--- src/rtl/pipelined_cla_addsub.sv ---
// rtl/pipelined_cla_addsub.sv - pipelined carry-lookahead adder/subtractor, one lookahead group per stage
//
// Ports:
//   clk        rising-edge clock
//   rst_n      asynchronous active-low reset
//   in_valid   operand beat present
//   in_ready   beat is accepted this cycle (= ~out_valid | out_ready)
//   a, b       operands (unsigned or two's complement), WIDTH bits
//   cin        carry-in, only used for addition
//   sub        0: a + b + cin, 1: a - b (a + ~b + 1)
//   out_valid  result present
//   out_ready  consumer takes the result
//   sum        result modulo 2^WIDTH
//   cout       carry out of MSB (for sub: 1 = no borrow)
//   ovf        signed overflow (carry into MSB ^ carry out of MSB)
//   zero       sum == 0
//
// Level k registers hold the beat that stage k works on next. Stage k
// resolves bits [k*GROUP +: GROUP] with a flat lookahead from the registered
// group carry; the finished groups overwrite the matching operand-A bits in
// the same word, so lower results stay deskewed while the upper operand
// groups are still waiting for their stage.
module pipelined_cla_addsub #(
    parameter int WIDTH = 16,
    parameter int GROUP = 4
) (
    input  logic             clk,
    input  logic             rst_n,
    input  logic             in_valid,
    output logic             in_ready,
    input  logic [WIDTH-1:0] a,
    input  logic [WIDTH-1:0] b,
    input  logic             cin,
    input  logic             sub,
    output logic             out_valid,
    input  logic             out_ready,
    output logic [WIDTH-1:0] sum,
    output logic             cout,
    output logic             ovf,
    output logic             zero
);

    localparam int STAGES = WIDTH / GROUP;

    if ((GROUP < 1) || (WIDTH % GROUP != 0)) begin : g_bad_width
        $error("pipelined_cla_addsub: WIDTH must be a positive multiple of GROUP");
    end

    // Flat carry-lookahead: every carry is a sum of products of g/p and the
    // group carry-in, so no carry ripples through another inside the group.
    function automatic logic [GROUP:0] cla_carries(
        input logic [GROUP-1:0] p,
        input logic [GROUP-1:0] g,
        input logic             c0
    );
        logic [GROUP:0] c;
        logic           term;
        c[0] = c0;
        for (int j = 1; j <= GROUP; j++) begin
            term = c0;
            for (int i = 0; i < j; i++) begin
                term = term & p[i];
            end
            c[j] = term;
            for (int i = 0; i < j; i++) begin
                term = g[i];
                for (int m = i + 1; m < j; m++) begin
                    term = term & p[m];
                end
                c[j] = c[j] | term;
            end
        end
        return c;
    endfunction

    // Per-level pipeline state
    logic             v_q [STAGES];  // beat valid
    logic             s_q [STAGES];  // sub bit travelling with the beat
    logic             c_q [STAGES];  // carry into this level's group
    logic [WIDTH-1:0] w_q [STAGES];  // {pending A groups, finished sum groups}
    logic [WIDTH-1:0] b_q [STAGES];  // pending B groups, current group at LSB

    // Stage outputs, next state of the following level
    logic             c_d [STAGES];
    logic [WIDTH-1:0] w_d [STAGES];
    logic [WIDTH-1:0] b_d [STAGES];
    logic             msb_c_d;       // carry into the MSB, from the last stage

    // Output registers
    logic             out_valid_q;
    logic [WIDTH-1:0] sum_q;
    logic             cout_q;
    logic             ovf_q;
    logic             zero_q;

    logic             adv;
    logic [WIDTH-1:0] sum_d;
    logic             cout_d;
    logic             ovf_d;
    logic             zero_d;

    // The whole pipe moves together; a full output register blocks every level.
    assign adv      = ~out_valid_q | out_ready;
    assign in_ready = adv;

    for (genvar k = 0; k < STAGES; k++) begin : g_stage
        // Selects this stage's group inside the full-width word. When
        // WIDTH == GROUP the shifted 1 falls off the top and the mask
        // becomes all ones, which is the intended result.
        localparam logic [WIDTH-1:0] GMASK =
            ((WIDTH'(1) << GROUP) - WIDTH'(1)) << (k * GROUP);

        logic [GROUP-1:0] ga;
        logic [GROUP-1:0] gb;
        logic [GROUP-1:0] p;
        logic [GROUP-1:0] g;
        logic [GROUP:0]   c;
        logic [GROUP-1:0] gsum;

        assign ga   = w_q[k][k*GROUP +: GROUP];
        assign gb   = b_q[k][GROUP-1:0] ^ {GROUP{s_q[k]}};
        assign p    = ga ^ gb;
        assign g    = ga & gb;
        assign c    = cla_carries(p, g, c_q[k]);
        assign gsum = p ^ c[GROUP-1:0];

        assign w_d[k] = (w_q[k] & ~GMASK) | (WIDTH'(gsum) << (k * GROUP));
        assign b_d[k] = b_q[k] >> GROUP;
        assign c_d[k] = c[GROUP];

        if (k == STAGES - 1) begin : g_last
            assign msb_c_d = c[GROUP-1];
        end
    end

    assign sum_d  = w_d[STAGES-1];
    assign cout_d = c_d[STAGES-1];
    assign ovf_d  = c_d[STAGES-1] ^ msb_c_d;
    assign zero_d = (w_d[STAGES-1] == '0);

    always_ff @(posedge clk or negedge rst_n) begin
        if (!rst_n) begin
            for (int k = 0; k < STAGES; k++) begin
                v_q[k] <= 1'b0;
                s_q[k] <= 1'b0;
                c_q[k] <= 1'b0;
                w_q[k] <= '0;
                b_q[k] <= '0;
            end
            out_valid_q <= 1'b0;
            sum_q       <= '0;
            cout_q      <= 1'b0;
            ovf_q       <= 1'b0;
            zero_q      <= 1'b0;
        end else if (adv) begin
            // Level 0 captures the raw operands; subtraction forces carry-in 1.
            v_q[0] <= in_valid;
            s_q[0] <= sub;
            c_q[0] <= sub ? 1'b1 : cin;
            w_q[0] <= a;
            b_q[0] <= b;
            for (int k = 1; k < STAGES; k++) begin
                v_q[k] <= v_q[k-1];
                s_q[k] <= s_q[k-1];
                c_q[k] <= c_d[k-1];
                w_q[k] <= w_d[k-1];
                b_q[k] <= b_d[k-1];
            end
            out_valid_q <= v_q[STAGES-1];
            sum_q       <= sum_d;
            cout_q      <= cout_d;
            ovf_q       <= ovf_d;
            zero_q      <= zero_d;
        end
    end

    assign out_valid = out_valid_q;
    assign sum       = sum_q;
    assign cout      = cout_q;
    assign ovf       = ovf_q;
    assign zero      = zero_q;

endmodule

--- config.mk ---
export PLATFORM = sky130hd
export DESIGN_NAME = pipelined_cla_addsub
export DESIGN_NICKNAME = d
export VERILOG_FILES = /design/src/rtl/pipelined_cla_addsub.sv
export SDC_FILE = /design/constraint.sdc
export NUM_CORES = 1
export LEC_CHECK = 0
export ABC_AREA = 1
export CORE_UTILIZATION = 60
export DETAILED_ROUTE_END_ITERATION = 10
export PLACE_DENSITY = 0.83
export SLEW_MARGIN = 20
export SYNTH_ARGS = -nofsm -noshare
export SYNTH_HDL_FRONTEND = slang
export SYNTH_SLANG_ARGS = --single-unit
--- constraint.sdc ---
create_clock -name clk -period 3.5 [get_ports clk]
set_input_delay 0.7 -clock clk [delete_from_list [all_inputs] [get_ports clk]]
set_output_delay 0.7 -clock clk [all_outputs]
set_load 0.1 [all_outputs]
==> flow_metrics.tcl <==
set metrics [dict create \
    status "complete, no violations" \
    timing.slew.headroom_pct 35.5 \
    start_kind "register" \
    worstPathRequired_ns 2.80 \
    dieWidth_um 101 \
    worstPathArrival_ns 2.00 \
    cts_tree "built" \
    postRouteAntennaNets 0 \
    wl_per_cell_um 13.5 \
    final_cell_mix "nand2_1 (339), dfrtp_1 (136), clkdlybuf4s50_1 (56)" \
    hp-class "input pin to async pin" \
    crit_buf_inv 1 \
    cts-buffers-inserted 17 \
    hold_viol 0 \
    diodes 0 \
    rows 35 \
    post_cts_resize_count 0 \
    final_util_pct 76.0 \
    worstPathCellList "clkdlybuf4s50_1" \
    r2r_setup_slack_ns 1.41 \
    synth.distinct_cells 23 \
    area_growth_pct 21.0 \
    crit_type "register to output pin" \
    drv_slew 0 \
    worst_path_largest_cell_delay_ns 1.13 \
    grt.total_usage_pct 25.7 \
    synth_fp_nets 731 \
    cts_root_buf "clkbuf_8" \
    grt_pass1_vias 4362 \
    totalWireLength_um 11600 \
    final-setup-viol-count 0 \
    fp.coreArea_sq_mm 0.00937 \
    die-area_sq_mm 0.0102 \
    grt_first_pass_wirelength_um 20000 \
    port_buffers 58 \
    syn_area_sq_mm 0.00589 \
    dr.pass1.iters 5 \
    die_h_um 101 \
    ys_ff_latch 136 \
    critPathCaptureType "output pin" \
    insertion_delay_ns 0.52 \
    p_int_mw 4.49 \
    p_clk_share_pct 22.0 \
    vias_per_cell 5.15 \
    ios 59 \
    maxCapViolCount 0 \
    yosysSeqAreaShare_pct 57.8 \
    synth.avg_cell_area_sq_um 8.80 \
    p_leak_nw 3.68 \
    rsz0062_at_grt "no" \
    cts.sinks 136 \
    critPathSlowestCell "clkdlybuf4s50_1" \
    critical-path-top-delay-family "buffers and inverters" \
    synthCells 669 \
    route.detailed.drc 0 \
    irDropWorstVdd_mv 0.569 \
    via_count 4425 \
    antenna_found_initial 0 \
    setup_tns_ns 0 \
    worst_pin_slew_ns 0.964 \
    cts.htree.levels 4 \
    p_seq_share_pct 34.1 \
    crit_path_start "sum[4]$_DFFE_PN0P_" \
    ys_top_cells_by_area "dfrtp_1 (58%), nand2_1 (22%), ha_1 (4.2%)" \
    gp_congestion 0.787 \
    p_sw_mw 3.48 \
    switching_share_pct 43.6 \
    grt-ovfl-total 0 \
    fin_crit_ns 2.70 \
    drtIter0Drc 287 \
    nets 780 \
    place_hpwl_um 6790 \
    initial_core_util_pct 62.8 \
    drive_gt1_share_pct 5.20 \
    whs_ns 0.117 \
    fin_crit_sh_pct 77.2 \
    clk_pin_slew_ns 0.06 \
    final_common_cell "nand2_1" \
    grt_start_max_net_pins 111 \
    r2r_start "s_q[1]$_DFFE_PN0P_" \
    pwr-share-comb_pct 43.9 \
    powerDensity_mw_per_mm2 1120 \
    skew_ns 0.0108 \
    max_freq_mhz 370 \
    yosys_warnings 0 \
    post-cts-setup-buffer-count 0 \
    yosysTopAreaCell "dfrtp_1" \
    hold_buffers 0 \
    dp_slack_ns 1.04 \
    worst-path-max-fanout 2 \
    fin_ws_ns 0.798 \
    clock_path_buffers 2 \
    netlist.area_leader.share_pct 57.8 \
]
==> sequential cells by signal, summed over array words and instances (netlist names) <==
register and flops:
v_q 4, cout 1, sum 16, s_q 4
ovf 1, b_q 16, out_valid 1, w_q 48
zero 1, g_stage.ga 16, c_q 4, b_d 24
==> logic make-up (layout without fill, tap and decap cells) <==
| group | Yosys count | in the layout | share of synthesized area [%] |
|---|---|---|---|
| xor+xnor | 19 | 19 | 2.83 |
| simple gates | 381 | 381 | 25.1 |
| buf+inv | 64 | 126 | 4.74 |
| flops | 136 | 136 | 57.8 |
| fa+ha+maj | 24 | 24 | 5.61 |
| compound gates | 45 | 45 | 3.91 |
==> layout make-up <==
cell class,count,area (sq um)
tap,129,161
sequential,136,3400
clock inverter,12,151
timing repair buffer,62,647
inverter,32,123
fill,630,2240
multi-input combinational,469,2210
clock buffer,20,435
==> worst paths after layout <==
kind                                         end  depth (start not counted)
max                                       sum[4]                          1
min                          sum[11]$_DFFE_PN0P_                          1
max reg2reg                  w_q[11]$_DFFE_PN0P_                         11
min reg2reg                out_valid$_DFFE_PN0P_                          2
max in group asynchronous  out_valid$_DFFE_PN0P_                          2
min in group clk           out_valid$_DFFE_PN0P_                          2
==> Yosys cell counts <==
library cell,n
inv_2,1
buf_2,22
a22oi_1,1
xor2_1,16
nand3_1,11
nor2_4,1
o21ai_0,20
clkbuf_1,7
nand2_1,339
nor2_1,22
o21ai_1,20
a31oi_1,2
buf_4,1
buf_1,1
nand4_1,2
buf_6,1
nand3b_1,6
fa_1,4
ha_1,20
xnor2_1,3
dfrtp_1,136
a21oi_1,2
inv_1,31
==> per-stage QoR <==
stage                     instances  power [mW]  instance area, sq um
final                           860        7.97                  7130
after global routing            860        8.51                  7130
after CTS                       860        7.99                  7130
after detailed placement        828        6.09                  6540
after global placement          828        5.94                  6540
after floorplan                 669        5.28                  5890
==> power groups by stage <==
stage	registers (mW)	clock network, mW	logic [mW]
5_1_grt	2.80	1.83	3.88
4_1_cts	2.72	1.76	3.51
3_5_place_dp	2.73	0	3.37
2_1_floorplan	3.36	0	1.92
6_report	2.72	1.75	3.50
3_3_place_gp	2.69	0	3.25
==> layer usage <==
metal	vias to the layer above	wire length (um)	part of all wire, %	track usage (%)
met5	-	0	0	0
met4	0	238	2.0	9.81
met3	24	439	3.8	5.89
met2	108	5990	52	43.9
met1	2134	4950	43	31.9
li1	2159	-	-	-
Note: power is estimated with default switching activity, not from simulation.
